`src/rtl/uart_pkg.sv`:
```
// -----------------------------------------------------------------------------
// uart_pkg
// Shared definitions for the UART transmit path: ASCII constants, the
// per-character data width, the serializer state encoding and a helper that
// turns a 4-bit nibble into its uppercase ASCII hex digit.
// -----------------------------------------------------------------------------
package uart_pkg;

    localparam logic [7:0] ASCII_CR       = 8'h0D;
    localparam logic [7:0] ASCII_LF       = 8'h0A;
    localparam int         UART_DATA_BITS = 8;

    // Serializer state: one start bit, UART_DATA_BITS data bits, one stop bit.
    typedef enum logic [1:0] {
        ST_IDLE  = 2'd0,
        ST_START = 2'd1,
        ST_DATA  = 2'd2,
        ST_STOP  = 2'd3
    } uart_state_t;

    // 0..9 -> '0'..'9' (0x30..0x39), 10..15 -> 'A'..'F' (0x41..0x46).
    function automatic logic [7:0] nibble_to_ascii(input logic [3:0] n);
        if (n < 4'd10) begin
            return 8'h30 + {4'b0000, n};
        end else begin
            return 8'h37 + {4'b0000, n};
        end
    endfunction

endpackage

```
`src/rtl/uart_tx_byte.sv`:
```
// -----------------------------------------------------------------------------
// uart_tx_byte
// Single-byte 8N1 serializer, LSB first. Each bit is held for CLKS_PER_BIT
// clock cycles. A new byte may be started either from idle or in the very
// last cycle of the stop bit, so back-to-back bytes leave no idle gap.
//
// Ports
//   clk             system clock
//   rst             asynchronous active-low reset
//   i_start         load i_byte and begin a frame (honoured in IDLE or in the
//                   final stop-bit cycle)
//   i_byte          byte to serialize
//   o_tx            serial line, idles high (registered)
//   o_busy          high whenever a frame is in progress
//   o_bit_done_last high during the final cycle of the stop bit
// -----------------------------------------------------------------------------
module uart_tx_byte
    import uart_pkg::*;
#(
    parameter int CLKS_PER_BIT = 868
) (
    input  logic       clk,
    input  logic       rst,
    input  logic       i_start,
    input  logic [7:0] i_byte,
    output logic       o_tx,
    output logic       o_busy,
    output logic       o_bit_done_last
);

    localparam int              BAUD_W    = $clog2(CLKS_PER_BIT);
    localparam logic [BAUD_W-1:0] BAUD_LAST = BAUD_W'(CLKS_PER_BIT - 1);
    localparam logic [2:0]      BIT_LAST  = 3'(UART_DATA_BITS - 1);

    uart_state_t       state;
    logic [BAUD_W-1:0] baud;
    logic [2:0]        bit_idx;
    logic [7:0]        shreg;

    wire baud_end = (baud == BAUD_LAST);

    assign o_busy          = (state != ST_IDLE);
    assign o_bit_done_last = (state == ST_STOP) && baud_end;

    always_ff @(posedge clk or negedge rst) begin
        if (!rst) begin
            state   <= ST_IDLE;
            baud    <= '0;
            bit_idx <= '0;
            shreg   <= '0;
            o_tx    <= 1'b1;
        end else begin
            case (state)
                ST_IDLE: begin
                    baud <= '0;
                    if (i_start) begin
                        shreg <= i_byte;
                        o_tx  <= 1'b0;
                        state <= ST_START;
                    end
                end

                ST_START: begin
                    if (baud_end) begin
                        baud    <= '0;
                        bit_idx <= '0;
                        o_tx    <= shreg[0];
                        state   <= ST_DATA;
                    end else begin
                        baud <= baud + BAUD_W'(1);
                    end
                end

                ST_DATA: begin
                    if (baud_end) begin
                        baud <= '0;
                        if (bit_idx == BIT_LAST) begin
                            o_tx  <= 1'b1;
                            state <= ST_STOP;
                        end else begin
                            // shreg[0] is the bit on the line; shift the next one down.
                            o_tx    <= shreg[1];
                            shreg   <= {1'b0, shreg[7:1]};
                            bit_idx <= bit_idx + 3'd1;
                        end
                    end else begin
                        baud <= baud + BAUD_W'(1);
                    end
                end

                ST_STOP: begin
                    if (baud_end) begin
                        baud <= '0;
                        // Chaining straight into the next start bit keeps characters contiguous.
                        if (i_start) begin
                            shreg <= i_byte;
                            o_tx  <= 1'b0;
                            state <= ST_START;
                        end else begin
                            state <= ST_IDLE;
                        end
                    end else begin
                        baud <= baud + BAUD_W'(1);
                    end
                end

                default: begin
                    state <= ST_IDLE;
                    o_tx  <= 1'b1;
                end
            endcase
        end
    end

endmodule

```
`src/rtl/uart_hex_tx.sv`:
```
// -----------------------------------------------------------------------------
// uart_hex_tx
// Sends a 16-bit word on a UART line as four uppercase ASCII hex digits,
// most significant nibble first, optionally followed by CR LF. This module is
// the message sequencer; bit timing lives in uart_tx_byte.
//
// Handshake: a word is accepted on a rising clock edge where i_valid and
// o_ready are both high. o_ready is high only while the block is idle;
// i_valid is ignored at all other times, and i_data is sampled only at the
// accepting edge.
//
// Ports
//   clk      system clock
//   rst      asynchronous active-low reset
//   i_valid  word available
//   i_data   word to send
//   o_ready  idle and able to accept a word
//   o_tx     UART serial line, idles high
//   o_busy   high from the cycle after accept until the last stop bit ends
//   o_done   one-cycle pulse in the first idle cycle after a message
// -----------------------------------------------------------------------------
module uart_hex_tx
    import uart_pkg::*;
#(
    parameter int CLKS_PER_BIT = 868,
    parameter int NEWLINE      = 1
) (
    input  logic        clk,
    input  logic        rst,
    input  logic        i_valid,
    input  logic [15:0] i_data,
    output logic        o_ready,
    output logic        o_tx,
    output logic        o_busy,
    output logic        o_done
);

    localparam int         N_CHARS   = 4 + 2 * NEWLINE;
    localparam logic [2:0] LAST_CHAR = 3'(N_CHARS - 1);

    logic [15:0] data_q;
    logic [2:0]  char_idx;
    logic        ser_busy;
    logic        ser_last;
    logic        ser_start;
    logic [7:0]  ser_byte;
    logic        accept;
    logic        more_chars;

    // Character for a given message position, derived from the captured word;
    // positions 4 and 5 only occur when NEWLINE is set.
    function automatic logic [7:0] char_at(input logic [15:0] w, input logic [2:0] idx);
        case (idx)
            3'd0:    return nibble_to_ascii(w[15:12]);
            3'd1:    return nibble_to_ascii(w[11:8]);
            3'd2:    return nibble_to_ascii(w[7:4]);
            3'd3:    return nibble_to_ascii(w[3:0]);
            3'd4:    return ASCII_CR;
            default: return ASCII_LF;
        endcase
    endfunction

    assign o_ready    = !ser_busy;
    assign o_busy     = ser_busy;
    assign accept     = i_valid && o_ready;
    assign more_chars = ser_last && (char_idx != LAST_CHAR);
    assign ser_start  = accept || more_chars;

    // The first character comes straight from i_data so the start bit can
    // begin on the cycle right after the accepting edge.
    assign ser_byte = accept ? nibble_to_ascii(i_data[15:12])
                             : char_at(data_q, char_idx + 3'd1);

    always_ff @(posedge clk or negedge rst) begin
        if (!rst) begin
            data_q   <= '0;
            char_idx <= '0;
            o_done   <= 1'b0;
        end else begin
            o_done <= ser_last && (char_idx == LAST_CHAR);
            if (accept) begin
                data_q   <= i_data;
                char_idx <= '0;
            end else if (more_chars) begin
                char_idx <= char_idx + 3'd1;
            end
        end
    end

    uart_tx_byte #(
        .CLKS_PER_BIT(CLKS_PER_BIT)
    ) u_tx_byte (
        .clk            (clk),
        .rst            (rst),
        .i_start        (ser_start),
        .i_byte         (ser_byte),
        .o_tx           (o_tx),
        .o_busy         (ser_busy),
        .o_bit_done_last(ser_last)
    );

endmodule

```
`config.mk`:
```
export PLATFORM = sky130hd
export DESIGN_NAME = uart_hex_tx
export DESIGN_NICKNAME = d
export VERILOG_FILES = /design/src/rtl/uart_pkg.sv /design/src/rtl/uart_tx_byte.sv /design/src/rtl/uart_hex_tx.sv
export SDC_FILE = /design/constraint.sdc
export NUM_CORES = 1
export LEC_CHECK = 0
export BUFFER_PORTS_ARGS = -buffer_cell sky130_fd_sc_hd__buf_2
export CAP_MARGIN = 5
export CORE_ASPECT_RATIO = 0.7
export CORE_UTILIZATION = 54
export CTS_BUF_LIST = sky130_fd_sc_hd__clkbuf_16
export CTS_CLUSTER_SIZE = 40
export DETAILED_ROUTE_END_ITERATION = 6
export PLACE_DENSITY = 0.81
export SLEW_MARGIN = 20
export SYNTH_ARGS = -nofsm -noshare
export SYNTH_HDL_FRONTEND = slang
export SYNTH_HIERARCHICAL = 1
export SYNTH_SLANG_ARGS = --single-unit
```
`constraint.sdc`:
```
create_clock -name clk -period 2.5 [get_ports clk]
set_input_delay 0.25 -clock clk [delete_from_list [all_inputs] [get_ports clk]]
set_output_delay 0.25 -clock clk [all_outputs]
set_load 0.01 [all_outputs]
```
==> results_dict.tcl, run 1 <==
set metrics [dict create \
    p_sw_w 0.00154 \
    worst_pin_slew_ns 0.566 \
    p_int_w 0.00226 \
    n_antenna_cell 0 \
    avgSynthCellArea_sq_um 8.87 \
    syn_nets 362 \
    grt_pass1_wl_um 11000 \
    clock_latency_ns 0.28 \
    initial_core_util 0.580 \
    nets 397 \
    grt-ovfl-total 0 \
    ctsRootBufferMaster "clkbuf_16" \
    tritoncts "built" \
    end_kind "flop" \
    placed_area_sq_um 3120 \
    h-tree-depth 2 \
    vdd_ir_drop_max_mv 0.510 \
    die_w_um 89.3 \
    static-leakage-power_nw 1.59 \
    muxShareOfSynthArea 0.0625 \
    synthXorXnorAreaFrac 0.0512 \
    min_period_ns 2.43 \
    cts.sinks 44 \
    arrival_ns 2.59 \
    rsz0062_at_grt "true" \
    synth.most_common_cell "nand2_1" \
    post-route-util 0.673 \
    ant_nets 0 \
    synth-edff-count 0 \
    final-hold-violation-count 43 \
    worstRegToRegCells 11 \
    skew_ns 0.00511 \
    ys_async_sr_fraction 1.00 \
    track_usage 0.257 \
    cts_buffers 5 \
    ioPinCount 23 \
    die_area_sq_um 5640 \
    dp_hpwl_um 4740 \
    cts_buffer_depth 2 \
    port-buffer-count 22 \
    drc_errors 0 \
    fin_hold_ws_ns -0.0376 \
    violations "negative hold slack" \
    place.gp.congestion 0.946 \
    die_h_um 63.1 \
    synth_compound_area_frac 0.187 \
    routed-via-count 2453 \
    yosysWarnings 6 \
    rr_startpoint "u_tx_byte/baud[0]$_DFF_PN0_" \
    cp.required_ns 2.66 \
    antenna_found_initial 0 \
    synth_top_area_cell "dfrtp_1" \
    synthToLayoutAreaGrowth_pct 16.0 \
    critPathKind "flop to flop" \
    first_pass_iters 5 \
    fin_crit_sh 0.973 \
    wl_per_cell_um 15.2 \
    slew_violations 0 \
    synth_area_sq_um 2880 \
    ys.flop_type "dfrtp_1" \
    path_clk_slew_ns 0.05 \
    wl_um 6560 \
    min_path_type "input port to async pin" \
    drt_iter0_drc 279 \
    cp_slowest_cell "dfrtp_1" \
    yosysTopAreaCellShare 0.373 \
    pwr-share-seq 0.336 \
    cp_cell_sequence "ha_2, and4b_1, and3_1, and2_4, a21boi_4, or2_4, o21bai_1, buf_4, a21oi_4, buf_12, mux2_1" \
    viasPerCell 5.70 \
    row_count 21 \
    clkPwrFrac 0.160 \
    ys_ff_latch 44 \
    start_kind "flop" \
    fmax_mhz 411 \
    yosys-top-cells-area "dfrtp_1 (37%), ha_1 (7.8%), nand2_1 (6.8%)" \
    layout-drive-gt1-share 0.202 \
    maxSlewHeadroom 0.623 \
    fin_area_sq_um 3340 \
    core_area_sq_um 4970 \
    ys_seq_area_frac 0.382 \
    yosys.area_share.adder 0.0781 \
    synth_commonest_cells "nand2_1 (52), dfrtp_1 (43), inv_1 (23), o21ai_0 (23), nor2_1 (20)" \
    outcome "complete, but fails checks" \
    slowest_delay_ns 0.40 \
    r2r_end "u_tx_byte/shreg[6]$_DFFE_PN0P_" \
    post_synth_inst_count 325 \
    hold_buffers 0 \
    pwr-share-comb 0.504 \
    drv_cap 0 \
    grt_pass1_vias 2271 \
    finalSetupViolCount 0 \
    ys_types 52 \
    synth-simple-area-share 0.183 \
    synth_top_family_by_area "compound AO/OA/AOI/OAI gates" \
    grt_max_degree 45 \
    cp_max_fo 8 \
    switching_share 0.406 \
    rrSetupSlack_ns 0.07 \
    power_density_nw_per_um2 1140 \
]
==> placed cells by master (no fill, tap or decap), types with 4 or more instances in the layout <==
master,n
nand2_1,52
dfrtp_1,43
inv_1,25
o21ai_0,23
buf_2,21
nor2_1,20
buf_4,20
ha_1,17
a21oi_1,14
mux2_2,11
xnor2_1,9
nand3_1,8
nor3_1,7
xor2_1,6
a211oi_1,5
a31oi_1,5
clkbuf_16,5
a22oi_1,4
nor2b_1,4
o22ai_1,4
and3_1,4
==> what timing repair did <==
| action | in CTS | in global routing |
|---|---|---|
| hold endpoints to repair | 0 | 0 |
| endpoints found under the setup margin | 8 | 10 |
| pin swaps | 0 | 2 |
| gates resized for setup | 2 | 6 |
| setup buffers | 1 | 5 |
==> worst max-delay path: cells and delay by family (launching register included) <==
family                   cells  cell delay, ns
AO/OA/AOI/OAI                3            0.30
AND/OR/NAND/NOR              4            0.78
flip-flops                   1            0.40
multiplexers                 1            0.31
buffers and inverters        2            0.30
adder cells (fa/ha/maj)      1            0.21
==> layout make-up <==
class	instances	area (sq um)
flip-flops and latches	44	1100
inverters	23	86.3
well taps	69	86.3
clock buffers	5	125
fillers	394	1620
repair buffers	42	275
clock inverters	3	11.3
multi-input cells	244	1660
==> cell families (layout without fill, tap and decap cells) <==
family                   after synthesis  after routing
multiplexers                          16             16
buffers and inverters                 37             73
AO/OA/AOI/OAI                         81             81
adder cells (fa/ha/maj)               18             18
other                                  1              1
XOR/XNOR                              16             16
AND/OR/NAND/NOR                      112            112
flip-flops                            44             44
==> per-layer routing <==
metal	track usage	routed length [um]	up-vias
met5	0	0	-
met4	0.0655	61	0
met3	0.0590	503	11
met2	0.337	2740	96
met1	0.416	3250	1143
li1	-	-	1203
==> worst max path at each step <==
stage,from,cells past startpoint,endpoint
6_report,u_tx_byte/baud[0]$_DFF_PN0_,11,u_tx_byte/shreg[6]$_DFFE_PN0P_
5_1_grt,u_tx_byte/baud[0]$_DFF_PN0_,11,u_tx_byte/shreg[6]$_DFFE_PN0P_
4_1_cts,u_tx_byte/baud[0]$_DFF_PN0_,10,u_tx_byte/shreg[3]$_DFFE_PN0P_
3_5_place_dp,u_tx_byte/baud[0]$_DFF_PN0_,10,u_tx_byte/shreg[2]$_DFFE_PN0P_
3_3_place_gp,u_tx_byte/baud[0]$_DFF_PN0_,10,u_tx_byte/shreg[5]$_DFFE_PN0P_
2_1_floorplan,u_tx_byte/baud[0]$_DFF_PN0_,9,u_tx_byte/shreg[0]$_DFFE_PN0P_
==> power groups by stage <==
stage	Clock [W]	Combinational, W	Sequential [W]
5_1_grt	0.000662	0.00211	0.00132
3_3_place_gp	0	0.00167	0.00125
3_5_place_dp	0	0.00174	0.00127
2_1_floorplan	0	0.00135	0.00117
4_1_cts	0.000627	0.00177	0.00127
6_report	0.000607	0.00192	0.00128
==> through the flow <==
step | std cells | power, W | hold slack, ns | setup TNS (ns) | worst slack, ns
2_1_floorplan | 325 | 0.00252 | -0.0456 | 0 | 0.0257
3_3_place_gp | 416 | 0.00293 | 0.439 | 0 | 0.126
3_5_place_dp | 416 | 0.00301 | 0.446 | 0 | 0.00124
4_1_cts | 425 | 0.00366 | 0.156 | 0 | 0.0130
5_1_grt | 430 | 0.00409 | 0.0130 | -0.146 | -0.0349
6_report | 430 | 0.00380 | -0.0376 | 0 | 0.0683
==> flip-flops by register name, summed over array words and instances (netlist names) <==
signal	flops
data_q	16
char_idx	3
u_tx_byte/o_tx	1
u_tx_byte/state	2
o_done	1
u_tx_byte/shreg	8
u_tx_byte/bit_idx	3
u_tx_byte/baud	10
(Power assumes the default switching activity.)
==> inputs of run 2 (changes only) <==
--- a/config.mk
+++ b/config.mk
@@ -8,11 +8,12 @@
 export BUFFER_PORTS_ARGS = -buffer_cell sky130_fd_sc_hd__buf_2
 export CAP_MARGIN = 5
 export CORE_ASPECT_RATIO = 0.7
-export CORE_UTILIZATION = 54
-export CTS_BUF_LIST = sky130_fd_sc_hd__clkbuf_16
+export CORE_UTILIZATION = 50
+export CTS_BUF_LIST = sky130_fd_sc_hd__clkbuf_4
+export CTS_CLUSTER_DIAMETER = 100
 export CTS_CLUSTER_SIZE = 40
 export DETAILED_ROUTE_END_ITERATION = 6
-export PLACE_DENSITY = 0.81
+export PLACE_DENSITY = 0.76
 export SLEW_MARGIN = 20
 export SYNTH_ARGS = -nofsm -noshare
 export SYNTH_HDL_FRONTEND = slang
==> results_dict.tcl, run 2 (synthesis results as in run 1) <==
set metrics [dict create \
    grt_pass1_wl_um 10600 \
    placedCellCount 420 \
    layout-drive-gt1-share 0.208 \
    skew_ns 0.0131 \
    grt_pass1_vias 2220 \
    regArea_sq_um 1100 \
    nets 396 \
    fmax_mhz 407 \
    fin_total_pwr_w 0.00352 \
    cts_buffer_depth 2 \
    viasPerCell 5.59 \
    drc_errors 0 \
    cts.sinks 44 \
    static-leakage-power_nw 1.54 \
    slowest_delay_ns 0.40 \
    dp_hpwl_um 4660 \
    n_fill_cell 492 \
    die_area_sq_um 6080 \
    grt_max_degree 45 \
    path_clk_slew_ns 0.13 \
    drv_cap 0 \
    final-hold-violation-count 0 \
    critPathBufInv 1 \
    n_antenna_cell 0 \
    die_w_um 92.8 \
    ioPinCount 23 \
    grt-ovfl-total 0 \
    power_density_nw_per_um2 1080 \
    h-tree-depth 2 \
    cp_max_fo 8 \
    synthToLayoutAreaGrowth_pct 13.3 \
    antenna_found_initial 0 \
    largest_register_ffs 16 \
    finalSetupViolCount 0 \
    rsz0062_at_grt "true" \
    maxSlewHeadroom 0.633 \
    end_kind "flop" \
    arrival_ns 2.71 \
    fin_crit_sh 0.982 \
    top_regs "data_q x16, u_tx_byte/baud x10, u_tx_byte/shreg x8" \
    first_pass_iters 4 \
    tritoncts "built" \
    cp_cell_sequence "ha_2, and4b_1, and3_4, and2_4, a21boi_4, or2_4, o21bai_1, buf_4, a21oi_4, mux2_2" \
    cts_buffers 5 \
    cp.required_ns 2.75 \
    start_kind "flop" \
    multiInputGateArea_sq_um 1650 \
    ant_nets 0 \
    vdd_ir_drop_max_mv 0.424 \
    min_period_ns 2.45 \
    largest-register "data_q" \
    wl_um 6290 \
    core_area_sq_um 5400 \
    worst_pin_slew_ns 0.551 \
    layout_common_cells "nand2_1 (52), dfrtp_1 (43), inv_1 (23), o21ai_0 (23), buf_2 (21)" \
    port-buffer-count 22 \
    die_h_um 65.5 \
    place.gp.congestion 0.894 \
    cp_slowest_cell "dfrtp_1" \
    row_count 22 \
    track_usage 0.228 \
    layout_commonest_cell "nand2_1" \
    drt_iter0_drc 246 \
    crit_family "simple AND/OR/NAND/NOR gates" \
    min_path_type "input port to flop" \
    slew_violations 0 \
    outcome "complete, no violations" \
    initial_core_util 0.534 \
    clock_latency_ns 0.37 \
    wl_per_cell_um 14.6 \
    routed-via-count 2416 \
    critPathKind "flop to flop" \
    stdcell_count 432 \
    ctsRootBufferMaster "clkbuf_4" \
]
run 2: layer usage:
metal / routed length, um / GRT usage
met5: 0 / 0
met4: 116 / 0.0769
met3: 464 / 0.0486
met2: 2470 / 0.307
met1: 3240 / 0.353
run 2: report_power, final:
group | total (W) | switching (W) | internal, W | leakage (nW)
clock network | 0.000455 | 0.000235 | 0.000221 | 0.0456
logic | 0.00180 | 0.000942 | 0.000861 | 0.938
registers | 0.00126 | 0.000297 | 0.000967 | 0.560
run 2: final cells by class:
type	instances	share of cell area
inverter	23	0.0264
sequential	44	0.337
clock buffer	6	0.0138
multi-input combinational	244	0.505
tap	72	0.0276
timing repair buffer	41	0.0789
clock inverter	2	0.0107
run 2: worst register-to-register path, cell delays in order (launching register included):
cell,delay (ns)
dfrtp_1,0.40
ha_2,0.21
and4b_1,0.23
and3_4,0.20
and2_4,0.15
a21boi_4,0.18
or2_4,0.15
o21bai_1,0.06
buf_4,0.15
a21oi_4,0.25
mux2_2,0.37
run 2: through the flow:
stage | instance area (sq um) | TNS, ns | utilization | hold slack, ns | worst slack [ns]
2_1_floorplan | 2880 | 0 | - | -0.0456 | 0.0257
3_3_place_gp | 3130 | 0 | 0.580 | 0.438 | 0.116
3_5_place_dp | 3130 | 0 | 0.580 | 0.444 | 0.0303
4_1_cts | 3220 | 0 | 0.596 | 0.0540 | 0.0151
5_1_grt | 3270 | -0.428 | 0.606 | 0.0640 | -0.0635
6_report | 3270 | 0 | 0.606 | 0.0731 | 0.0457
run 2: path summary, 6_finish.rpt:
check,slack (ns),startpoint,end,cells past startpoint
max in group asynchronous,1.72,rst,u_tx_byte/o_tx$_DFFE_PN1P_,2
hold reg to reg,0.51,u_tx_byte/shreg[0]$_DFFE_PN0P_,u_tx_byte/shreg[0]$_DFFE_PN0P_,1
setup / recovery,0.05,u_tx_byte/baud[1]$_DFF_PN0_,u_tx_byte/shreg[4]$_DFFE_PN0P_,10
setup reg to reg,0.05,u_tx_byte/baud[1]$_DFF_PN0_,u_tx_byte/shreg[4]$_DFFE_PN0P_,10
min in group asynchronous,0.40,rst,u_tx_byte/shreg[0]$_DFFE_PN0P_,2
hold / removal,0.07,i_data[2],data_q[2]$_DFFE_PN0P_,3
run 2: what timing repair did:
action                     4_1_cts  5_1_grt
cloned                           0        0
hold buffers                     0        1
setup endpoints to repair        2       10
hold endpoints to repair         0       43
resized for setup                0        6
pin swaps                        0        2
buffers inserted                 1        2
==> inputs of run 3 (changes only) <==
--- a/config.mk
+++ b/config.mk
@@ -8,12 +8,12 @@
 export BUFFER_PORTS_ARGS = -buffer_cell sky130_fd_sc_hd__buf_2
 export CAP_MARGIN = 5
 export CORE_ASPECT_RATIO = 0.7
-export CORE_UTILIZATION = 50
+export CORE_UTILIZATION = 54
 export CTS_BUF_LIST = sky130_fd_sc_hd__clkbuf_4
 export CTS_CLUSTER_DIAMETER = 100
-export CTS_CLUSTER_SIZE = 40
+export CTS_CLUSTER_SIZE = 30
 export DETAILED_ROUTE_END_ITERATION = 6
-export PLACE_DENSITY = 0.76
+export PLACE_DENSITY = 0.81
 export SLEW_MARGIN = 20
 export SYNTH_ARGS = -nofsm -noshare
 export SYNTH_HDL_FRONTEND = slang
==> results_dict.tcl, run 3 (synthesis results as in run 1) <==
set metrics [dict create \
    grt_pass1_vias 2273 \
    path_clk_slew_ns 0.13 \
    place.gp.congestion 0.946 \
    tritoncts "built" \
    static-leakage-power_nw 1.53 \
    synthToLayoutAreaGrowth_pct 12.2 \
    cp.required_ns 2.80 \
    clock_latency_ns 0.35 \
    cp_cell_sequence "ha_2, and4b_1, and3_1, and2_4, a21boi_4, or2_4, o21bai_1, buf_4, o32ai_1, mux2_2" \
    worst_pin_slew_ns 0.564 \
    fin_crit_sh 0.976 \
    largest_register_ffs 16 \
    die_area_sq_um 5640 \
    wl_um 6410 \
    routed-via-count 2413 \
    outcome "complete, no violations" \
    wl_per_cell_um 14.9 \
    fmax_mhz 410 \
    top_regs "data_q x16, u_tx_byte/baud x10, u_tx_byte/shreg x8" \
    ioPinCount 23 \
    finalSetupViolCount 0 \
    core_area_sq_um 4970 \
    row_count 21 \
    cts_buffer_depth 2 \
    dp_hpwl_um 4740 \
    rsz0062_at_grt "true" \
    cts.sinks 44 \
    antenna_found_initial 0 \
    viasPerCell 5.62 \
    fin_total_pwr_w 0.00346 \
    grt_max_degree 45 \
    largest-register "data_q" \
    min_path_type "input port to flop" \
    arrival_ns 2.74 \
    slew_violations 0 \
    final-hold-violation-count 0 \
    ant_nets 0 \
    maxSlewHeadroom 0.624 \
    initial_core_util 0.580 \
    cts_buffers 5 \
    ctsRootBufferMaster "clkbuf_4" \
    first_pass_iters 5 \
    h-tree-depth 2 \
    end_kind "flop" \
    nets 396 \
    critPathKind "flop to flop" \
    layout-drive-gt1-share 0.203 \
    n_antenna_cell 0 \
    drv_cap 0 \
    port-buffer-count 22 \
    power_density_nw_per_um2 1070 \
    slowest_delay_ns 0.38 \
    cp_slowest_cell "dfrtp_1" \
    track_usage 0.255 \
    cp_max_fo 4 \
    drc_errors 0 \
    drt_iter0_drc 227 \
    stdcell_count 429 \
    grt_pass1_wl_um 10900 \
    skew_ns 0.0105 \
    placedCellCount 416 \
    min_period_ns 2.44 \
    layout_commonest_cell "nand2_1" \
    vdd_ir_drop_max_mv 0.507 \
    die_w_um 89.3 \
    start_kind "flop" \
    layout_common_cells "nand2_1 (52), dfrtp_1 (43), inv_1 (23), o21ai_0 (23), buf_2 (21)" \
    grt-ovfl-total 0 \
    die_h_um 63.1 \
]
[run 3: report_power, final]
group / internal, W / total (W) / leakage, nW / switching (W)
Combinational: 0.000878 / 0.00184 / 0.939 / 0.000963
Sequential: 0.000967 / 0.00127 / 0.560 / 0.000298
Clock: 0.000130 / 0.000354 / 0.0338 / 0.000224
Total: 0.00198 / 0.00346 / 1.53 / 0.00149
[run 3: final cells by class]
class,instances,area (sq um)
multi-input cells,244,1650
fillers,420,1730
clock buffers,7,52.6
clock inverters,1,3.75
flip-flops and latches,44,1100
repair buffers,41,258
inverters,23,86.3
well taps,69,86.3
[run 3: routing by layer]
metal | global-route usage | share of wire | vias up
li1 | - | - | 1198
met1 | 0.414 | 0.53 | 1129
met2 | 0.337 | 0.41 | 78
met3 | 0.0564 | 0.053 | 8
met4 | 0.0655 | 0.0087 | 0
met5 | 0 | 0 | -
[run 3: worst paths after layout]
check	cells past startpoint	end	from	slack [ns]
setup / recovery	10	u_tx_byte/o_tx$_DFFE_PN1P_	u_tx_byte/baud[0]$_DFF_PN0_	0.06
hold / removal	3	data_q[11]$_DFFE_PN0P_	i_data[11]	0.07
setup reg to reg	10	u_tx_byte/o_tx$_DFFE_PN1P_	u_tx_byte/baud[0]$_DFF_PN0_	0.06
hold reg to reg	1	u_tx_byte/shreg[6]$_DFFE_PN0P_	u_tx_byte/shreg[6]$_DFFE_PN0P_	0.51
max in group asynchronous	2	u_tx_byte/baud[8]$_DFF_PN0_	rst	1.70
min in group asynchronous	2	u_tx_byte/shreg[0]$_DFFE_PN0P_	rst	0.42
[run 3: critical path, delay by kind of cell, from the launching register on]
family / cells / cell delay [ns]
simple gates: 4 / 0.72
buf+inv: 1 / 0.16
compound gates: 3 / 0.55
mux: 1 / 0.38
fa+ha+maj: 1 / 0.20
flops: 1 / 0.38
[run 3: stage by stage]
stage / hold slack [ns] / utilization / setup TNS [ns] / instance area [sq um] / setup WS (ns)
after floorplan: -0.0456 / - / 0 / 2880 / 0.0257
after global placement: 0.439 / 0.628 / 0 / 3120 / 0.126
after detailed placement: 0.446 / 0.628 / 0 / 3120 / 0.00124
after CTS: 0.0676 / 0.642 / 0 / 3190 / 0.00235
after global routing: 0.0686 / 0.651 / -0.454 / 3230 / -0.0752
final: 0.0746 / 0.651 / 0 / 3230 / 0.0602
[run 3: repair_timing]
| action | in CTS | in global routing |
|---|---|---|
| resized for setup | 0 | 5 |
| setup endpoints to repair | 8 | 10 |
| endpoints found under the hold margin | 0 | 43 |
| hold buffers | 0 | 1 |
| buffers inserted | 2 | 2 |
